File: src/rtl/cpu_types_pkg.sv
// rtl/cpu_types_pkg.sv - shared CPU/memory types for the cache-to-RAM path
package cpu_types_pkg;

    typedef logic [31:0] word_t;

    // RAM handshake state as reported by the RAM model
    typedef enum logic [1:0] {
        FREE   = 2'd0,
        BUSY   = 2'd1,
        ACCESS = 2'd2,
        ERROR  = 2'd3
    } ramstate_t;

    // Arbitration policy of the memory arbiter
    typedef enum logic {
        ARB_FIXED = 1'b0,
        ARB_RR    = 1'b1
    } arbmode_t;

    // Memory arbiter control states
    typedef enum logic {
        ARB_IDLE = 1'b0,
        ARB_BUSY = 1'b1
    } arbstate_t;

    // Width of an index over n items, never narrower than one bit
    function automatic int idx_width(input int n);
        return (n > 1) ? $clog2(n) : 1;
    endfunction

endpackage

File: src/rtl/arb_picker.sv
// rtl/arb_picker.sv - combinational winner selection, fixed priority or round robin
module arb_picker
    import cpu_types_pkg::*;
#(
    parameter int NREQ  = 2,
    parameter int IDX_W = idx_width(NREQ)
) (
    input  logic [NREQ-1:0]  active_i,
    input  logic [IDX_W-1:0] base_i,
    input  arbmode_t         mode_i,
    output logic [IDX_W-1:0] winner_o,
    output logic             any_valid_o
);

    logic [IDX_W:0]   sum;
    logic [IDX_W-1:0] idx;

    // Scan from the farthest candidate back to the nearest so the nearest active one sticks
    always_comb begin
        winner_o    = '0;
        any_valid_o = |active_i;
        sum         = '0;
        idx         = '0;
        for (int k = NREQ - 1; k >= 0; k--) begin
            if (mode_i == ARB_RR) begin
                sum = {1'b0, base_i} + (IDX_W + 1)'(k);
                if (sum >= (IDX_W + 1)'(NREQ)) begin
                    sum = sum - (IDX_W + 1)'(NREQ);
                end
            end else begin
                sum = (IDX_W + 1)'(k);
            end
            idx = sum[IDX_W-1:0];
            if (active_i[idx]) begin
                winner_o = idx;
            end
        end
    end

endmodule

File: src/rtl/mem_arbiter.sv
// rtl/mem_arbiter.sv - NREQ-way burst arbiter in front of the single-ported RAM
module mem_arbiter
    import cpu_types_pkg::*;
#(
    parameter int       NREQ  = 2,
    parameter int       BURST = 2,
    parameter arbmode_t MODE  = ARB_RR
) (
    input  logic               CLK,
    input  logic               RST,
    input  logic [NREQ-1:0]    req_ren,
    input  logic [NREQ-1:0]    req_wen,
    input  word_t [NREQ-1:0]   req_addr,
    input  word_t [NREQ-1:0]   req_store,
    output logic [NREQ-1:0]    req_wait,
    output word_t              req_load,
    output logic [NREQ-1:0]    req_err,
    output logic               ramREN,
    output logic               ramWEN,
    output word_t              ramaddr,
    output word_t              ramstore,
    input  word_t              ramload,
    input  ramstate_t          ramstate
);

    localparam int IDX_W  = idx_width(NREQ);
    localparam int BEAT_W = idx_width(BURST);

    arbstate_t         state_q, state_d;
    logic [IDX_W-1:0]  grant_q, grant_d;
    logic [BEAT_W-1:0] beat_q, beat_d;
    logic [IDX_W-1:0]  rr_ptr_q, rr_ptr_d;
    logic              is_write_q, is_write_d;

    logic [NREQ-1:0]   active;
    logic [IDX_W-1:0]  pick;
    logic              any_valid;
    logic              busy, abort, drive, ack, err, last_beat;

    assign active = req_ren | req_wen;

    arb_picker #(
        .NREQ (NREQ)
    ) u_picker (
        .active_i    (active),
        .base_i      (rr_ptr_q),
        .mode_i      (MODE),
        .winner_o    (pick),
        .any_valid_o (any_valid)
    );

    // Abort detection and RAM-side / requester-side output muxing
    always_comb begin
        busy      = (state_q == ARB_BUSY);
        abort     = busy && (!active[grant_q] || (req_wen[grant_q] != is_write_q));
        drive     = busy && !abort;
        ack       = drive && (ramstate == ACCESS) && !RST;
        err       = drive && (ramstate == ERROR) && !RST;
        last_beat = (beat_q == BEAT_W'(BURST - 1));

        ramREN    = drive && !is_write_q;
        ramWEN    = drive && is_write_q;
        ramaddr   = busy ? (req_addr[grant_q] + (word_t'(beat_q) << 2)) : '0;
        ramstore  = busy ? req_store[grant_q] : '0;

        req_wait  = '1;
        req_err   = '0;
        req_load  = '0;
        if (ack) begin
            req_wait[grant_q] = 1'b0;
            req_load          = ramload;
        end
        if (err) begin
            req_err[grant_q] = 1'b1;
        end
    end

    // Next-state logic: arbitrate in idle, walk beats in busy, release on finish or abort
    always_comb begin
        state_d    = state_q;
        grant_d    = grant_q;
        beat_d     = beat_q;
        rr_ptr_d   = rr_ptr_q;
        is_write_d = is_write_q;
        if (state_q == ARB_IDLE) begin
            if (any_valid) begin
                state_d    = ARB_BUSY;
                grant_d    = pick;
                is_write_d = req_wen[pick];
                beat_d     = '0;
            end
        end else if (abort || (ack && last_beat)) begin
            state_d = ARB_IDLE;
            beat_d  = '0;
            if (MODE == ARB_RR) begin
                rr_ptr_d = (grant_q == IDX_W'(NREQ - 1)) ? '0 : grant_q + 1'b1;
            end
        end else if (ack) begin
            beat_d = beat_q + 1'b1;
        end
    end

    // State registers with synchronous reset taking priority over every transition
    always_ff @(posedge CLK) begin
        if (RST) begin
            state_q    <= ARB_IDLE;
            grant_q    <= '0;
            beat_q     <= '0;
            rr_ptr_q   <= '0;
            is_write_q <= 1'b0;
        end else begin
            state_q    <= state_d;
            grant_q    <= grant_d;
            beat_q     <= beat_d;
            rr_ptr_q   <= rr_ptr_d;
            is_write_q <= is_write_d;
        end
    end

endmodule

File: config.mk
export PLATFORM = sky130hd
export DESIGN_NAME = mem_arbiter
export DESIGN_NICKNAME = d
export VERILOG_FILES = /design/src/rtl/cpu_types_pkg.sv /design/src/rtl/arb_picker.sv /design/src/rtl/mem_arbiter.sv
export SDC_FILE = /design/constraint.sdc
export NUM_CORES = 1
export LEC_CHECK = 0
export BUFFER_PORTS_ARGS = -buffer_cell sky130_fd_sc_hd__clkbuf_2
export CAP_MARGIN = 20
export CORE_AREA = 2 2 104 106
export DETAILED_ROUTE_END_ITERATION = 16
export DIE_AREA = 0 0 106 108
export HOLD_SLACK_MARGIN = 0.1
export REMOVE_ABC_BUFFERS = 1
export SYNTH_ARGS = -nofsm -noshare
export SYNTH_HDL_FRONTEND = slang
export SYNTH_SLANG_ARGS = --single-unit
File: constraint.sdc
create_clock -name CLK -period 5.9 [get_ports CLK]
set_input_delay 1.18 -clock CLK [delete_from_list [all_inputs] [get_ports CLK]]
set_output_delay 1.18 -clock CLK [all_outputs]
set_load 0.01 [all_outputs]
Word level (Yosys, flattened, before mapping)
Cells that the tools add are included.
Widths: inputs -> output; s select.
{"block": "word_totals", "register_bits": 5, "inputBits": 168, "word_cells": 79}
{"block": "classes", "reduce_logical": 21, "eq_ne": 4, "bitwise": 3, "n_mux": 33, "magnitude_cmp": 7, "add_sub_neg": 6}
{"operator": "$mux 32", "n": 7}
{"operator": "$add 32x3->32", "n": 1}
{"operator": "$mux 1", "n": 23}
{"operator": "$logic_and 1x1->1", "n": 10}
{"operator": "$lt 1x2->1 const B", "n": 4}
{"operator": "$reduce_and 2->1", "n": 3}
{"operator": "$eq 2x2->1 const B", "n": 2}
{"operator": "$logic_not 1->1", "n": 4}
{"operator": "$mux 2", "n": 2}
{"operator": "$ne 3x1->1 const B", "n": 1}
{"operator": "$add 1x1->1 const B", "n": 2}
{"operator": "$add 1x1->2 const B", "n": 1}
{"operator": "$ge 1x2->1 const B", "n": 1}
{"operator": "$ge 2x2->1 const B", "n": 1}
{"operator": "$logic_or 1x1->1", "n": 2}
{"operator": "$not 2->2", "n": 1}
{"operator": "$or 2x2->2", "n": 1}
{"operator": "$reduce_bool 2->1", "n": 1}
{"operator": "$reduce_or 2->1", "n": 1}
{"operator": "$sub 1x1->1 const B", "n": 2}
{"operator": "$demux 1 s1", "n": 1}
{"operator": "$ge 1x1->1 const B", "n": 1}
{"operator": "$ne 1x1->1", "n": 1}
{"operator": "$not 1->1", "n": 1}

Depth between registers and ports, before layout
{"block": "logic_depth", "ltp_word": 14, "depth_mapped": 13, "mapped_depth_nobuf": 8}

Cells and area by module
From an unflattened synthesis, not the netlist that was laid out.
{"block": "unflattened", "cells_unflattened": 347, "area_unflattened_um2": 2401.1}
{"mod": "mem_arbiter", "seq_area_each_um2": 100.1, "instances": 1, "area_per_inst_um2": 2383.5, "cells_each": 344}
{"mod": "arb_picker", "seq_area_each_um2": 0.0, "instances": 1, "area_per_inst_um2": 17.5, "cells_each": 3}

Worst setup path before layout
Ideal clock, no wire load.
{"block": "synth_path", "kind": "input-to-output", "startpoint": "input port req_addr[34] (netlist bit)", "endpoint": "output port ramaddr[26]", "arrival_time_ps": 2898, "required_ps": 4720, "n_path_buf": 0, "path_slack_ps": 1822, "cell_stages": 8, "cell_sequence": "mux2_2 -> ha_1 -> ha_1 -> inv_1 -> a2111oi_4 -> nand2_2 -> o311a_1 -> nor3_1"}
{"block": "synth_via", "elab_chain_cells": 4}
{"item": "start, declared", "line_no": "mem_arbiter.sv:13", "source": "input word_t [NREQ-1:0] req_addr,"}
{"item": "$mux 32 (not written as such) (2 in a row)", "line_no": "mem_arbiter.sv:63", "source": "ramaddr = busy ? (req_addr[grant_q] + (word_t'(beat_q) << 2)) : '0;"}
{"item": "$add 32x3->32", "line_no": "mem_arbiter.sv:63"}
{"item": "$mux 32", "line_no": "mem_arbiter.sv:63"}
{"item": "end, declared", "line_no": "mem_arbiter.sv:20", "source": "output word_t ramaddr,"}
No other way between the ends. The select of a mux whose other input is x is not followed.

Worst setup path after layout
Same ends and word-level chain as after synthesis.

==> impl_metrics.csv <==
group,metric,value,unit
setup_path,worstPathCellList,"clkbuf_2 > mux2_2 > ha_1 > ha_1 > inv_1 > a2111oi_4 > nand2_2 > o311a_1 > nor3_1 > clkbuf_2",
power_and_ir_drop,p_comb_share,71.3,%
clocking,cts_hold_buf,0,
final_layout,fin_util,39.23,%
clocking,cts_tree,"built",
final_layout,diodes,0,
logic_synthesis,yosysUniqueCellTypes,51,
power_and_ir_drop,pwr-share-clk,15.7,%
setup_path,cp_max_fo,10,
floorplan,die-area,11450,sq um
route,drc,0,
place,io_buffers,269,
floorplan,ios,270,
sta,drv_slew,0,
logic_synthesis,ys.flop_type,"dfxtp_1",
setup_path,crit_path_end_kind,"primary output",
power_and_ir_drop,p_sw,180.4,uW
power_and_ir_drop,p_leak,1.988,nW
final_layout,register_area,103.9,sq um
floorplan,rows,37,
setup_path,cp_slowest_cell,"a2111oi_4",
route,dr.pass1.iters,4,
sta,rsz0062_at_grt,"false",
global_route,grt_usage,17.57,%
floorplan,fp.dieW,106,um
final_layout,final_area,4014,sq um
hold_path,worstHoldStart,"rr_ptr_q$_SDFFE_PP0P_",
global_route,grt_pass1_wl,16.55,mm
logic_synthesis,synth_top_area_share,20.46,%
route,ant_nets,0,
place,dpl_cell_area,3969,sq um
route,first_iter_violations,175,
floorplan,fp.dieH,108,um
sta,hold_viol_final,0,
sta,max_slew_margin,56.82,%
route,avgRoutedWirePerCell,14.22,um
logic_synthesis,synth_edf_count,0,
final_layout,syn2layout_area_growth,57.80,%
logic_synthesis,synthTopCellsByCount,"52 x mux2i_1, 52 x nor2_1, 35 x and2_1",
setup_path,path_delay_family,"compound AO/OA/AOI/OAI gates",
logic_synthesis,synth_seq_cells,5,
power_and_ir_drop,intPower,219.6,uW
final_layout,nFillCells,1096,
sta,fin_hold_ws,0.5377,ns
run,drv_cap,0,
sta,max_freq,223.1,MHz
power_and_ir_drop,power_density,99.65,nW/um^2
place,place_hpwl,9.128,mm
floorplan,core_area,10230,sq um
sta,finalCritPeriodShare,75.96,%
logic_synthesis,synth_area_leaders,"mux2i_1 20%, and2_1 8.6%, nor2_1 7.7%, dfxtp_1 3.9%, nor3_1 3.5%",
clocking,cts_resized,0,
clocking,worstSkewPairLatency,0.22,ns
sta,finalSetupTns,0,ns
clocking,cts_htree_levels,1,
setup_path,r2r-start,"grant_q$_SDFFE_PP0P_",
logic_synthesis,yosys.area.top_type,"mux2i_1",
final_layout,final_layout_size_suffix_gt1_share,49.18,%
sta,setup_violations,0,
hold_path,hp-class,"flip-flop to flip-flop",
final_layout,layout.nets,781,
setup_path,critPathLaunch,"req_addr[34]",
logic_synthesis,async_flop_share,0,%
clocking,clock_path_buffers,2,
global_route,antenna_found_initial,0,
setup_path,startpoint_type,"input port",
final_layout,fin_cells,746,
global_route,grt_pass1_vias,3433,
power_and_ir_drop,ir_drop,62.68,uV
power_and_ir_drop,swShare,45.10,%
global_route,grt_max_degree,54,
run_status,outcome,"finished, final reports clean",
route,viasPerCell,4.924,
logic_synthesis,syn_area_per_cell,7.145,sq um
logic_synthesis,syn_inst,356,
setup_path,worstPathRequired,4.72,ns
clocking,clk_pin_slew,0.04,ns
logic_synthesis,syn_area,2544,sq um
route,vias,3673,
clocking,cts-root-buf,"clkbuf_8",
clocking,post_cts_buffers,0,
setup_path,crit_buf_inv,3,
place,placed_cells,742,
logic_synthesis,yosysSeqAreaShare,3.935,%
final_layout,multi_input_area,2300,sq um
setup_path,arrival,3.30,ns
sta,worst_pin_slew,0.6468,ns
global_route,grt_overflow,0,
power_and_ir_drop,p_seq_share,12.9,%
clocking,clock-sinks,5,
place,place.gp.congestion,0.7986,
clocking,cts_buffers,3,
sta,post-route-min-period,4.481,ns
setup_path,worstSetupPathType,"input port to primary output",
floorplan,initial_utilization,24.86,%
setup_path,cpPeakStageDelay,0.41,ns
sta,final.setup_skew,0.0004272,ns
route,route.final.wire_length,10.61,mm
logic_synthesis,ys_warn_count,0,
==> cell type report <==
type	count	share of cell area [%]
multi-input cells	323	57.29
clock buffers	4	1.122
flip-flops and latches	5	2.587
well taps	136	4.239
inverters	5	0.4676
repair buffers	273	34.29
==> cells in the final DEF, fill, tap and decap left out, types with 3 or more instances in the layout <==
cell type and n:
nor3b_1 3, clkbuf_2 269, inv_1 4, mux2_2 7
a32o_1 3, xor2_1 3, and3_1 4, and2_1 35
a221oi_1 3, a211oi_1 3, o31a_1 4, nand2b_1 5
dfxtp_1 4, o21a_1 4, nor4_1 6, clkbuf_8 3
o21ai_0 8, nand3_1 15, xnor2_1 9, mux2i_1 52
buf_4 4, nand2_1 21, nor3_1 18, nor2b_1 8
a21oi_1 17, nand4b_4 3, nor2_1 52, nand4_1 11
==> sequential cells by signal, indices dropped and copies added, names as in the netlist <==
register    cells
busy            1
grant_q         1
is_write_q      1
beat_q          1
rr_ptr_q        1
==> cells by family (layout without fill, tap and decap cells) <==
family	Yosys count	count (layout)	synth area share, %
xor gates and xnor gates	12	12	4.132
DFF	5	5	3.935
adders and majority gates	2	2	0.9836
buffers and inverters	28	282	5.656
and+or+nand+nor	195	195	43.78
muxes	61	61	25.33
AOI/OAI and AO/OA	53	53	16.18
==> power by group through the flow <==
stage / registers (mW) / logic, mW / clock network, mW
5_1_grt: 0.0534 / 0.315 / 0.0664
6_report: 0.0517 / 0.285 / 0.0629
3_3_place_gp: 0.0518 / 0.284 / 0
4_1_cts: 0.0515 / 0.288 / 0.0648
2_1_floorplan: 0.0575 / 0.154 / 0
3_5_place_dp: 0.0522 / 0.287 / 0
==> through the flow <==
step | worst slack (ns) | power (mW)
final | 1.419 | 0.4000
after global routing | 1.219 | 0.4352
after CTS | 1.411 | 0.4045
after detailed placement | 1.420 | 0.3390
after global placement | 1.444 | 0.3358
after floorplan | -0.4132 | 0.2115
==> layer usage <==
layer / wire length [um] / global-route usage (%)
met1: 4407 / 21.67
met3: 770 / 2.954
met4: 125 / 2.820
met5: 0 / 0
met2: 5308 / 32.58
==> final timing paths <==
check | to | cells past startpoint | slack, ns
min | rr_ptr_q$_SDFFE_PP0P_ | 2 | 0.54
max | ramaddr[26] | 10 | 1.42
min reg2reg | rr_ptr_q$_SDFFE_PP0P_ | 2 | 0.54
max reg2reg | beat_q$_SDFFE_PP0P_ | 4 | 3.96
==> worst register-to-register path: cells and delay by family (launching register included) <==
kind	cells	cell delay (ns)
flops	1	0.76
mux	1	0.65
simple gates	2	0.26
compound gates	1	0.19
Power figures use the tool's default switching activity.
